## config.mk

```make
export PLATFORM = sky130hd
export DESIGN_NAME = ahblite_master_dp_stage
export DESIGN_NICKNAME = d
export VERILOG_FILES = /design/src/rtl/ahblite_pkg.sv /design/src/rtl/ahblite_default_slave.sv /design/src/rtl/ahblite_master_dp_stage.sv
export SDC_FILE = /design/constraint.sdc
export NUM_CORES = 1
export LEC_CHECK = 0
export BUFFER_PORTS_ARGS = -buffer_cell sky130_fd_sc_hd__buf_2
export CORE_AREA = 2 2 338 340
export CTS_CLUSTER_DIAMETER = 200
export DETAILED_ROUTE_END_ITERATION = 10
export DIE_AREA = 0 0 340 342
export GPL_ROUTABILITY_DRIVEN = 0
export PLACE_DENSITY = 0.3
export RECOVER_POWER = 25
export SYNTH_ARGS = -nofsm -noshare
export SYNTH_HDL_FRONTEND = slang
export SYNTH_SLANG_ARGS = --single-unit
```

## constraint.sdc

```tcl
create_clock -name HCLK -period 2.7 [get_ports HCLK]
set_clock_uncertainty 0.15 [all_clocks]
set_input_delay 0 -clock HCLK [delete_from_list [all_inputs] [get_ports HCLK]]
set_output_delay 0 -clock HCLK [all_outputs]
set_load 0.03 [all_outputs]
```

## src/rtl/ahblite_pkg.sv

```systemverilog
// Shared types and encodings for the AHB-Lite master address/data-phase stage.
package ahblite_pkg;

   localparam int NUM_SLOTS = 17;

   localparam logic [1:0] HTRANS_IDLE   = 2'b00;
   localparam logic [1:0] HTRANS_BUSY   = 2'b01;
   localparam logic [1:0] HTRANS_NONSEQ = 2'b10;
   localparam logic [1:0] HTRANS_SEQ    = 2'b11;

   localparam logic HRESP_OKAY  = 1'b0;
   localparam logic HRESP_ERROR = 1'b1;

   typedef enum logic [1:0] {
      DP_IDLE,
      DP_SLAVE,
      DP_ERR1,
      DP_ERR2
   } dp_state_t;

   // Index of the set bit of a one-hot slot vector; the lowest set bit wins if several are set.
   function automatic logic [4:0] onehot_to_idx(input logic [NUM_SLOTS-1:0] v);
      logic [4:0] idx;
      idx = '0;
      for (int i = NUM_SLOTS - 1; i >= 0; i--) begin
         if (v[i]) idx = 5'(i);
      end
      return idx;
   endfunction

endpackage

```

## src/rtl/ahblite_default_slave.sv

```systemverilog
// Default slave: the two-cycle ERROR response (ERR1 stalls, ERR2 completes) for
// unmapped, reserved or disabled slots.
module ahblite_default_slave
   import ahblite_pkg::*;
(
   input  dp_state_t state_i,
   output logic      ready_o,
   output logic      resp_o,
   output dp_state_t next_o
);

   // NOTE: every output gets a default first so no path through the block infers a latch.
   always_comb begin
      ready_o = 1'b1;
      resp_o  = HRESP_OKAY;
      next_o  = DP_ERR1;
      unique case (state_i)
         DP_ERR1: begin
            ready_o = 1'b0;
            resp_o  = HRESP_ERROR;
            next_o  = DP_ERR2;
         end
         DP_ERR2: begin
            resp_o  = HRESP_ERROR;
         end
         default: ;
      endcase
   end

endmodule

```

## src/rtl/ahblite_master_dp_stage.sv

```systemverilog
// Single-master AHB-Lite address/data-phase stage: HSEL generation, slave broadcast,
// registered data-phase slot and response mux, with an embedded default slave.
module ahblite_master_dp_stage
   import ahblite_pkg::*;
#(
   parameter logic [NUM_SLOTS-1:0] M_AHBSLOTENABLE = 17'h1FFFF
) (
   input  logic                    HCLK,
   input  logic                    HRESET,
   input  logic [31:0]             HADDRM,
   input  logic [1:0]              HTRANSM,
   input  logic                    HWRITEM,
   input  logic [2:0]              HSIZEM,
   input  logic [2:0]              HBURSTM,
   input  logic [3:0]              HPROTM,
   input  logic                    HMASTLOCKM,
   input  logic [31:0]             HWDATAM,
   output logic                    HREADYM,
   output logic                    HRESPM,
   output logic [31:0]             HRDATAM,
   output logic [31:0]             DEC_ADDR,
   input  logic [NUM_SLOTS-1:0]    ADDRDEC,
   input  logic [31:0]             ABSOLUTEADDR,
   input  logic                    RESERVEDDEC,
   output logic [NUM_SLOTS-1:0]    HSELS,
   output logic [31:0]             HADDRS,
   output logic [1:0]              HTRANSS,
   output logic                    HWRITES,
   output logic [2:0]              HSIZES,
   output logic [2:0]              HBURSTS,
   output logic [3:0]              HPROTS,
   output logic                    HMASTLOCKS,
   output logic [31:0]             HWDATAS,
   output logic                    HREADYS,
   input  logic [NUM_SLOTS-1:0]    HREADYOUTS,
   input  logic [NUM_SLOTS-1:0]    HRESPS,
   input  logic [NUM_SLOTS*32-1:0] HRDATAS
);

   dp_state_t            state_q, state_d;
   logic [4:0]           dp_slot_q, dp_slot_d;
   logic                 active, valid_hit, def_hit, hready_m;
   logic [NUM_SLOTS-1:0] sel_en;
   logic [31:0]          rdata_arr [NUM_SLOTS];
   logic                 ds_ready, ds_resp;
   dp_state_t            ds_next;

   assign active    = HTRANSM[1];
   assign sel_en    = ADDRDEC & M_AHBSLOTENABLE;
   assign valid_hit = active && !RESERVEDDEC && (sel_en != '0);
   assign def_hit   = active && (RESERVEDDEC || (sel_en == '0));

   assign HSELS      = active ? sel_en : '0;
   assign DEC_ADDR   = HADDRM;
   assign HADDRS     = ABSOLUTEADDR;
   assign HTRANSS    = HTRANSM;
   assign HWRITES    = HWRITEM;
   assign HSIZES     = HSIZEM;
   assign HBURSTS    = HBURSTM;
   assign HPROTS     = HPROTM;
   assign HMASTLOCKS = HMASTLOCKM;
   assign HWDATAS    = HWDATAM;
   assign HREADYS    = hready_m;
   assign HREADYM    = hready_m;

   always_comb begin
      for (int i = 0; i < NUM_SLOTS; i++) rdata_arr[i] = HRDATAS[32*i +: 32];
   end

   ahblite_default_slave u_default_slave (
      .state_i (state_q),
      .ready_o (ds_ready),
      .resp_o  (ds_resp),
      .next_o  (ds_next)
   );

   always_comb begin
      hready_m = 1'b1;
      HRESPM   = HRESP_OKAY;
      HRDATAM  = '0;
      unique case (state_q)
         DP_SLAVE: begin
            hready_m = HREADYOUTS[dp_slot_q];
            HRESPM   = HRESPS[dp_slot_q];
            HRDATAM  = rdata_arr[dp_slot_q];
         end
         DP_ERR1, DP_ERR2: begin
            hready_m = ds_ready;
            HRESPM   = ds_resp;
         end
         default: ;
      endcase
   end

   // ERR1 advances unconditionally; everything else samples the address only when HREADYM is high.
   always_comb begin
      state_d   = state_q;
      dp_slot_d = dp_slot_q;
      if (state_q == DP_ERR1) begin
         state_d = ds_next;
      end else if (hready_m) begin
         if (valid_hit) begin
            state_d   = DP_SLAVE;
            dp_slot_d = onehot_to_idx(sel_en);
         end else if (def_hit) begin
            state_d = ds_next;
         end else begin
            state_d = DP_IDLE;
         end
      end
   end

   // NOTE: sequential state uses non-blocking assignments so every register samples pre-edge values.
   always_ff @(posedge HCLK) begin
      if (HRESET) begin
         state_q   <= DP_IDLE;
         dp_slot_q <= '0;
      end else begin
         state_q   <= state_d;
         dp_slot_q <= dp_slot_d;
      end
   end

endmodule

```

Word-level counts from Yosys, hierarchy flattened
Cells that the tools add are included.
{"block": "word_totals", "wordCells": 53, "register_bits": 7}
{"block": "op_classes", "muxes": 34, "eq_ne": 3, "order_cmp": 2, "reduce_logical": 10, "n_bitwise": 2}
{"cell": "$bmux W32 S5", "n": 1}
{"cell": "$mux W32", "n": 3}
{"cell": "$mux W5", "n": 17}
{"cell": "$logic_not A17 Y1", "n": 1}
{"cell": "$mux W17", "n": 1}
{"cell": "$reduce_bool A17 Y1", "n": 1}
{"cell": "$bmux W1 S5", "n": 2}
{"cell": "$mux W2", "n": 4}
{"cell": "$ge A6 B6 Y1 const B", "n": 1}
{"cell": "$lt A5 B6 Y1 const B", "n": 1}
{"cell": "$not A5 Y6", "n": 1}
{"cell": "$eq A2 B2 Y1 const B", "n": 2}
{"cell": "$mux W1", "n": 4}
{"cell": "$pmux W1 S2", "n": 2}
{"cell": "$logic_and A1 B1 Y1", "n": 3}
{"cell": "$reduce_and A3 Y1", "n": 1}
{"cell": "$eq A2 B1 Y1 const B", "n": 1}
{"cell": "$reduce_bool A2 Y1", "n": 1}
{"cell": "$reduce_or A2 Y1", "n": 1}
{"cell": "$logic_not A1 Y1", "n": 1}
{"cell": "$logic_or A1 B1 Y1", "n": 1}
{"cell": "$not A1 Y1", "n": 1}

Depth between registers and ports, before layout
Gate-level depths: netlist (run 1).
{"block": "depth", "word_depth": 17, "mapped_depth": 8}

By module
A second synthesis (run 1) with hierarchy kept.
{"block": "unflattened", "hier_cells": 588, "area_unflattened_um2": 6084.6}
{"module": "ahblite_master_dp_stage", "seq_area_each_um2": 140.1, "area_per_inst_um2": 6054.6, "n_inst": 1, "cells_per_inst": 583}
{"module": "ahblite_default_slave", "seq_area_each_um2": 0.0, "area_per_inst_um2": 30.0, "n_inst": 1, "cells_per_inst": 5}

Worst setup path after synthesis (run 1)
No wires, ideal clock.
{"block": "synth_path", "kind": "reg-to-output", "startpoint": "reg dp_slot_q[0]", "endpoint": "out HRDATAM[29]", "path_slack_ns": 0.286, "n_path_buf": 3, "arrival_ns": 2.264, "stages_incl_launch_ff": 8, "path_cell_list": "dfxtp_1 -> buf_6 -> buf_2 -> buf_2 -> mux4_2 -> mux4_2 -> a22oi_1 -> nor2_1"}
{"block": "synth_via", "elab_chain_len": 5}
{"item": "from (decl)", "line_no": "ahblite_master_dp_stage.sv:41", "text": "logic [4:0] dp_slot_q, dp_slot_d;"}
{"item": "from (signal assigned)", "line_no": "ahblite_master_dp_stage.sv:120", "text": "dp_slot_q <= dp_slot_d;"}
{"item": "$not A5 Y6 (not written as such)", "line_no": "ahblite_master_dp_stage.sv:85", "text": "HRDATAM = rdata_arr[dp_slot_q];"}
{"item": "$bmux W32 S5", "line_no": "ahblite_master_dp_stage.sv:85"}
{"item": "$mux W32 (not written as such) (2 in a row)", "line_no": "ahblite_master_dp_stage.sv:85"}
{"item": "$mux W32", "line_no": "ahblite_master_dp_stage.sv:81", "text": "unique case (state_q)"}
{"item": "to (decl)", "line_no": "ahblite_master_dp_stage.sv:20", "text": "output logic [31:0] HRDATAM,"}
No other way between the ends. The select of a mux whose other input is x is not followed.

Final worst setup path (run 1)
{"block": "layout_path", "startpoint": "reg dp_slot_q[0]", "endpoint": "out HRDATAM[21]"}
Same word-level chain as after synthesis.

==> metrics.md, run 1 <==
| Metric | Value |
|---|---|
| Result of the run | `finished with violations` |
| Violated checks | `negative setup slack` |
| Flip-flop and latch count after synthesis | `7` |
| Synth-to-Final Area Change | `113%` |
| Total congestion overflow after global routing | `0` |
| Clock Tree Buf Depth | `2` |
| Port Buf Inserts | `651` |
| Vias after detailed routing | `7960` |
| Reg power frac | `0.049` |
| Clk Tree Root Cell | `sky130_fd_sc_hd__clkbuf_16` |
| Number of fillers in the final layout | `13100` |
| Num rows | `124` |
| Startpoint type of the worst setup path | `register` |
| Post-placement cell area | `10700 µm²` |
| Most frequent cells in the layout | `sky130_fd_sc_hd__buf_2, sky130_fd_sc_hd__mux4_2, sky130_fd_sc_hd__dlygate4sd3_1, sky130_fd_sc_hd__buf_4, sky130_fd_sc_hd__nor2_1` |
| Summed instance area of the synthesized netlist | `5890 µm²` |
| Sink Count | `7` |
| Top-level I/O count | `870` |
| Remaining antenna violation count after routing | `0` |
| Number of optimization iterations in the first detailed-route pass | `4` |
| Crit. End Element | `output pin` |
| Clock power share | `0.110` |
| WP data arrival | `2.59 ns` |
| Final hold violation count | `0` |
| Slew of the pin with the lowest slew margin | `0.761 ns` |
| Net count after synthesis | `1191` |
| Setup repair after global routing missed its margin | `yes` |
| Number of slew-limit violations in the final report | `0` |
| Reg clk slew, reported paths | `0.04 ns` |
| Starting density of the core | `0.0521` |
| WL per Instance | `24.3 µm` |
| Post-route cell area | `12600 µm²` |
| Switching power | `0.984 mW` |
| Cells after DPL | `2545` |
| LEAKAGE | `4.95 nW` |
| Detailed-route vias per instance | `2.95` |
| Syn avg cell area | `12.2 µm²` |
| Slowest cell delay on critical path | `0.64 ns` |
| Starting DRC count in detailed routing | `243` |
| Clock insertion delay at the later pin of the skew report | `0.23 ns` |
| Shortest clock period the worst path allows after layout | `2.74 ns` |
| Number of DRC violations after detailed routing | `0` |
| Power share of the combinational group | `0.841` |
| PwrDens | `178 nW/µm²` |
| # Max-Cap Violations | `0` |
| Largest fanout on the critical path | `8` |
| Endpoint required time on the critical path | `2.55 ns` |
| Peak VDD IR | `0.000128 V` |
| Sequential fraction of the synthesis area | `0.0238` |
| H-Tree Depth | `1` |
| Sequence of cells on the critical path | `buf_12 > buf_12 > buf_16 > mux4_2 > mux4_2 > a22oi_2 > nor2_1 > buf_4` |
| Most common cell after layout, fill and taps aside | `sky130_fd_sc_hd__buf_2` |
| Width of the chip | `340 µm` |
| Internal | `1.25 mW` |
| Tcrit/Tclk final | `1.01` |
| Worst path buffer plus inverter count | `4` |
| Number of standard cells after synthesis | `483` |
| Maximum number of pins on one net before global-route repair | `36` |
| Number of nets in the finished design | `1879` |
| Worst hold-check slack | `0.0336 ns` |
| Max Clock Freq | `0.365 GHz` |
| DPL Wire Length | `58300 µm` |
| Die ar. | `116000 µm²` |
| Wire length of the first global-routing pass | `81200 µm` |
| Standard cell core area | `113000 µm²` |
| Chip height | `342 µm` |
| Distinct cell type count after synthesis | `36` |
| Share of post-route cells with drive strength above 1 | `0.797` |
| Total routing resource utilization after global routing | `0.106` |
| Standard cell with the maximum stage delay on the critical path | `sky130_fd_sc_hd__mux4_2` |
| Antenna violations before repair | `80` |
| Family with the most delay on the worst path | `multiplexers` |
| CTS tree | `done` |
| Count of synthesis-stage warnings from yosys | `0` |
| Post-Route WL | `65400 µm` |
| Via count of the first global-routing pass | `8568` |
| Path type of the worst min-delay path | `input pin to register` |
| Total CTS buffers | `3` |
| Worst slew margin relative to its limit | `0.479` |
| Crit Path Category | `register to output pin` |
| Net switching share of the total power | `0.440` |
| Count of placed standard cells in the final layout, fillers left out | `2696` |
| Post-route worst setup slack | `-0.0380 ns` |
| Finish-stage setup viols | `5` |
## tightest hold or removal path: cells and delay by family
| kind | cells | cell delay, ns |
|---|---|---|
| muxes | 1 | 0.07 |
| buffers and inverters | 1 | 0.11 |
| and+or+nand+nor | 2 | 0.17 |
## registers in the layout, indices dropped and copies added (netlist names)
| signal | cells |
|---|---|
| dp_slot_q | 5 |
| state_q | 2 |
## cells in the mapped netlist
| library cell | n | area share |
|---|---|---|
| sky130_fd_sc_hd__o21ai_0 | 3 | 0.0025 |
| sky130_fd_sc_hd__a22oi_1 | 32 | 0.041 |
| sky130_fd_sc_hd__o31ai_1 | 2 | 0.0025 |
| sky130_fd_sc_hd__a21boi_0 | 1 | 0.0013 |
| sky130_fd_sc_hd__inv_1 | 2 | 0.0013 |
| sky130_fd_sc_hd__nand3_1 | 3 | 0.0025 |
| sky130_fd_sc_hd__nand2_1 | 5 | 0.0032 |
| sky130_fd_sc_hd__a221oi_1 | 1 | 0.0015 |
| sky130_fd_sc_hd__mux4_2 | 168 | 0.64 |
| sky130_fd_sc_hd__clkinv_1 | 1 | 0.00064 |
| sky130_fd_sc_hd__a2111oi_0 | 1 | 0.0015 |
| sky130_fd_sc_hd__and2_1 | 17 | 0.018 |
| sky130_fd_sc_hd__nor4_1 | 3 | 0.0032 |
| sky130_fd_sc_hd__nor2_4 | 1 | 0.0019 |
| sky130_fd_sc_hd__a221oi_2 | 1 | 0.0025 |
| sky130_fd_sc_hd__a211oi_1 | 1 | 0.0013 |
| sky130_fd_sc_hd__o21a_1 | 1 | 0.0013 |
| sky130_fd_sc_hd__clkbuf_1 | 22 | 0.014 |
| sky130_fd_sc_hd__or4_4 | 1 | 0.0019 |
| sky130_fd_sc_hd__a21oi_1 | 2 | 0.0017 |
| sky130_fd_sc_hd__buf_4 | 112 | 0.14 |
| sky130_fd_sc_hd__a31oi_1 | 1 | 0.0011 |
| sky130_fd_sc_hd__mux2_4 | 1 | 0.0025 |
| sky130_fd_sc_hd__nor2b_1 | 3 | 0.0032 |
| sky130_fd_sc_hd__nor2_1 | 44 | 0.028 |
| sky130_fd_sc_hd__nand2b_1 | 6 | 0.0064 |
| sky130_fd_sc_hd__mux4_1 | 1 | 0.0045 |
| sky130_fd_sc_hd__or3b_2 | 1 | 0.0015 |
| sky130_fd_sc_hd__nor3_1 | 2 | 0.0017 |
| sky130_fd_sc_hd__buf_6 | 2 | 0.0038 |
| sky130_fd_sc_hd__dfxtp_1 | 7 | 0.024 |
| sky130_fd_sc_hd__buf_2 | 17 | 0.014 |
| sky130_fd_sc_hd__mux2i_1 | 7 | 0.012 |
| sky130_fd_sc_hd__buf_1 | 9 | 0.0057 |
| sky130_fd_sc_hd__or3_1 | 1 | 0.0011 |
| sky130_fd_sc_hd__or4b_2 | 1 | 0.0017 |
## power groups by stage
stage,Combinational [mW],Sequential (mW),Clock (mW)
2_1_floorplan,0.914,0.112,0
3_3_place_gp,1.48,0.120,0
3_5_place_dp,1.48,0.120,0
4_1_cts,1.89,0.110,0.252
5_1_grt,2.00,0.110,0.264
6_report,1.88,0.110,0.246
## timing repair
| item | 4_1_cts | 5_1_grt |
|---|---|---|
| gates resized for setup | 50 | 59 |
| endpoints found under the setup margin | 33 | 40 |
| hold endpoints to repair | 112 | 0 |
| hold buffers | 113 | 0 |
| pin swaps | 2 | 11 |
| gates cloned | 4 | 2 |
| buffers inserted | 14 | 1 |
## layer usage
layer | global-route usage | share of wire | vias up
met5 | 0 | 0.0023 | -
met4 | 0.0214 | 0.024 | 22
met3 | 0.0277 | 0.086 | 112
met2 | 0.186 | 0.49 | 650
met1 | 0.129 | 0.40 | 3860
li1 | - | - | 3316
## metrics by stage
step	TNS (ns)	util	worst slack (ns)	power, mW
3_5_place_dp	-0.300	0.0944	-0.0760	1.60
3_3_place_gp	-0.294	0.0944	-0.0689	1.60
2_1_floorplan	0	-	0.286	1.03
4_1_cts	-0.555	0.109	-0.0464	2.26
5_1_grt	-1.99	0.111	-0.113	2.38
6_report	-0.0920	0.111	-0.0380	2.24
## logic make-up after synthesis
group | count (synthesis) | synth area share
muxes | 177 | 0.661
buffers and inverters | 165 | 0.183
and+or+nand+nor | 88 | 0.0743
AOI/OAI and AO/OA | 46 | 0.0580
DFF | 7 | 0.0238
## area by class of cell
| class | count | area (µm²) | share of cell area |
|---|---|---|---|
| sequential | 7 | 155 | 0.0124 |
| multi-input combinational | 311 | 4810 | 0.383 |
| tap | 1512 | 1890 | 0.151 |
| clock buffer | 4 | 78.8 | 0.00628 |
| antenna | 14 | 35.0 | 0.00279 |
| timing repair buffer | 845 | 5570 | 0.444 |
| inverter | 3 | 11.3 | 0.000897 |
## worst paths after layout
kind	endpoint	cells past startpoint	slack, ns	start
worst max-delay path	HRDATAM[21]	8	-0.04	dp_slot_q[0]
worst min-delay path	dp_slot_q[3]	4	0.03	ADDRDEC[5]
worst max register to register	dp_slot_q[1]	9	0.10	dp_slot_q[0]
worst min register to register	dp_slot_q[4]	2	0.35	dp_slot_q[4]
Power figures use the tool's default switching activity.
==> run 2, diff against run 1 <==
- CTS_BUF_LIST: unset -> sky130_fd_sc_hd__clkbuf_4
==> metrics.md, run 2 (synthesis results as in run 1) <==
| Metric | Value |
|---|---|
| Chip height | `342 µm (unchanged)` |
| Slew of the pin with the lowest slew margin | `0.718 ns (was 0.761 ns)` |
| Number of fillers in the final layout | `13100 (about the same)` |
| Shortest clock period the worst path allows after layout | `2.77 ns (was 2.74 ns)` |
| Net switching share of the total power | `0.463 (was 0.440)` |
| Starting density of the core | `0.0521 (unchanged)` |
| # Max-Cap Violations | `0 (unchanged)` |
| Port Buf Inserts | `651 (unchanged)` |
| Switching power | `0.970 mW (was 0.984 mW)` |
| Register bank with the most flops | `dp_slot_q (unchanged)` |
| Hold Path Origin | `ADDRDEC[5] (unchanged)` |
| WL per Instance | `24.3 µm (about the same)` |
| Crit Path Category | `register to output pin (unchanged)` |
| Number of DRC violations after detailed routing | `0 (unchanged)` |
| Setup repair after global routing missed its margin | `yes (unchanged)` |
| CTS tree | `done (unchanged)` |
| Launch point of the worst reg-to-reg path | `dp_slot_q[0] (unchanged)` |
| H-Tree Depth | `1 (unchanged)` |
| Standard cell core area | `113000 µm² (unchanged)` |
| Crit. End Element | `output pin (unchanged)` |
| Worst slack after detailed placement | `-0.0760 ns (unchanged)` |
| Most frequent cells in the layout | `sky130_fd_sc_hd__buf_2, sky130_fd_sc_hd__mux4_2, sky130_fd_sc_hd__dlygate4sd3_1, sky130_fd_sc_hd__buf_4, sky130_fd_sc_hd__nor2_1 (unchanged)` |
| Clk Tree Root Cell | `sky130_fd_sc_hd__clkbuf_4 (was sky130_fd_sc_hd__clkbuf_16)` |
| Overall power after layout | `2.09 mW (was 2.24 mW)` |
| Post-route cell area | `12500 µm² (was 12600 µm²)` |
| Via count of the first global-routing pass | `8575 (was 8568)` |
| Clock insertion delay at the later pin of the skew report | `0.25 ns (was 0.23 ns)` |
| Largest fanout on the critical path | `8 (unchanged)` |
| PwrDens | `167 nW/µm² (was 178 nW/µm²)` |
| Share of post-route cells with drive strength above 1 | `0.799 (was 0.797)` |
| Path type of the worst min-delay path | `input pin to register (unchanged)` |
| Starting DRC count in detailed routing | `253 (was 243)` |
| Width of the chip | `340 µm (unchanged)` |
| Post-placement cell area | `10700 µm² (unchanged)` |
| Remaining antenna violation count after routing | `0 (unchanged)` |
| Wire length of the first global-routing pass | `81200 µm (about the same)` |
| Total routing resource utilization after global routing | `0.106 (about the same)` |
| Clock power share | `0.049 (was 0.110)` |
| Largest register FFs | `5 (unchanged)` |
| Total congestion overflow after global routing | `0 (unchanged)` |
| Finish-stage setup viols | `13 (was 5)` |
| Post-Route WL | `65400 µm (about the same)` |
| LEAKAGE | `4.93 nW (was 4.95 nW)` |
| Post-route worst setup slack | `-0.0685 ns (was -0.0380 ns)` |
| Final hold violation count | `0 (unchanged)` |
| Violated checks | `negative setup slack (unchanged)` |
| Die ar. | `116000 µm² (unchanged)` |
| Endpoint required time on the critical path | `2.55 ns (about the same)` |
| Antenna violations before repair | `80 (unchanged)` |
| Detailed-route vias per instance | `2.96 (was 2.95)` |
| Total CTS buffers | `3 (unchanged)` |
| Tcrit/Tclk final | `1.03 (was 1.01)` |
| Synth-to-Final Area Change | `112% (was 113%)` |
| Most common cell after layout, fill and taps aside | `sky130_fd_sc_hd__buf_2 (unchanged)` |
| Maximum number of pins on one net before global-route repair | `36 (unchanged)` |
| Peak VDD IR | `0.0000860 V (was 0.000128 V)` |
| Reg power frac | `0.052 (was 0.049)` |
| Top-level I/O count | `870 (unchanged)` |
| Result of the run | `finished with violations (unchanged)` |
| Number of optimization iterations in the first detailed-route pass | `4 (unchanged)` |
| Count of placed standard cells in the final layout, fillers left out | `2697 (was 2696)` |
| Cells after DPL | `2545 (unchanged)` |
| Startpoint type of the worst setup path | `register (unchanged)` |
| Number of nets in the finished design | `1879 (unchanged)` |
| Vias after detailed routing | `7982 (was 7960)` |
| Largest registers in the final layout | `dp_slot_q: 5 flops, state_q: 2 flops (unchanged)` |
| Clock Tree Buf Depth | `2 (unchanged)` |
| DPL Wire Length | `58300 µm (unchanged)` |
| Beginning of the critical path | `dp_slot_q[0] (unchanged)` |
| Num rows | `124 (unchanged)` |
| Worst slew margin relative to its limit | `0.509 (was 0.479)` |
| Sink Count | `7 (unchanged)` |
| Number of slew-limit violations in the final report | `0 (unchanged)` |
| Max Clock Freq | `0.361 GHz (was 0.365 GHz)` |
| Reg clk slew, reported paths | `0.05 ns (was 0.04 ns)` |
| WP data arrival | `2.62 ns (was 2.59 ns)` |
| Internal | `1.12 mW (was 1.25 mW)` |
| Power share of the combinational group | `0.899 (was 0.841)` |
-- run 2: layout make-up --
type                            count  area, µm²  share of cell area
Antenna cell                       15       37.5             0.00300
Inverter                            3       11.3            0.000900
Multi-Input combinational cell    311       4820               0.385
Timing Repair Buffer              845       5570               0.445
Tap cell                         1512       1890               0.151
Clock buffer                        4       30.0             0.00240
Sequential cell                     7        155              0.0124
-- run 2: metal layers --
| layer | wire length (µm) | vias to the layer above | share of wire | track usage |
|---|---|---|---|---|
| met3 | 5560 | 116 | 0.085 | 0.0279 |
| met2 | 32000 | 653 | 0.49 | 0.186 |
| met1 | 26100 | 3877 | 0.40 | 0.129 |
| met5 | 151 | - | 0.0023 | 0 |
| met4 | 1620 | 22 | 0.025 | 0.0214 |
| li1 | - | 3314 | - | - |
-- run 2: worst paths after layout --
check             slack (ns)  depth (start not counted)            to
setup / recovery       -0.07                          8   HRDATAM[21]
hold / removal         0.009                          4  dp_slot_q[3]
setup reg to reg        0.09                          9  dp_slot_q[1]
hold reg to reg         0.35                          2  dp_slot_q[4]
-- run 2: what timing repair did --
action / in CTS / in global routing
resized for setup: 57 / 50
pin swaps: 3 / 10
hold buffers: 113 / 0
cloned: 4 / 2
hold endpoints to repair: 112 / 0
endpoints found under the setup margin: 33 / 40
buffers inserted: 14 / 1
-- run 2: worst max-delay path, stage by stage (launching register included) --
cell and delay [ns]:
sky130_fd_sc_hd__dfxtp_4 0.37, sky130_fd_sc_hd__buf_12 0.17, sky130_fd_sc_hd__buf_12 0.14, sky130_fd_sc_hd__buf_16 0.13, sky130_fd_sc_hd__mux4_2 0.64, sky130_fd_sc_hd__mux4_2 0.51
sky130_fd_sc_hd__a22oi_2 0.13, sky130_fd_sc_hd__nor2_1 0.07, sky130_fd_sc_hd__buf_4 0.18
-- run 2: per-stage QoR --
| stage | hold WS (ns) | util | setup TNS, ns |
|---|---|---|---|
| after floorplan | -0.0183 | - | 0 |
| after global placement | -0.150 | 0.0944 | -0.294 |
| after detailed placement | -0.150 | 0.0944 | -0.300 |
| after CTS | 0.00482 | 0.109 | -1.41 |
| after global routing | 0.0312 | 0.110 | -3.52 |
| final | 0.00945 | 0.111 | -0.327 |
-- run 2: power by group through the flow --
stage	Combinational [mW]	Clock (mW)	Sequential, mW
finish	1.88	0.102	0.109
global route	2.00	0.118	0.110
CTS	1.90	0.107	0.109
detailed placement	1.48	0	0.120
global placement	1.48	0	0.120
floorplan	0.914	0	0.112
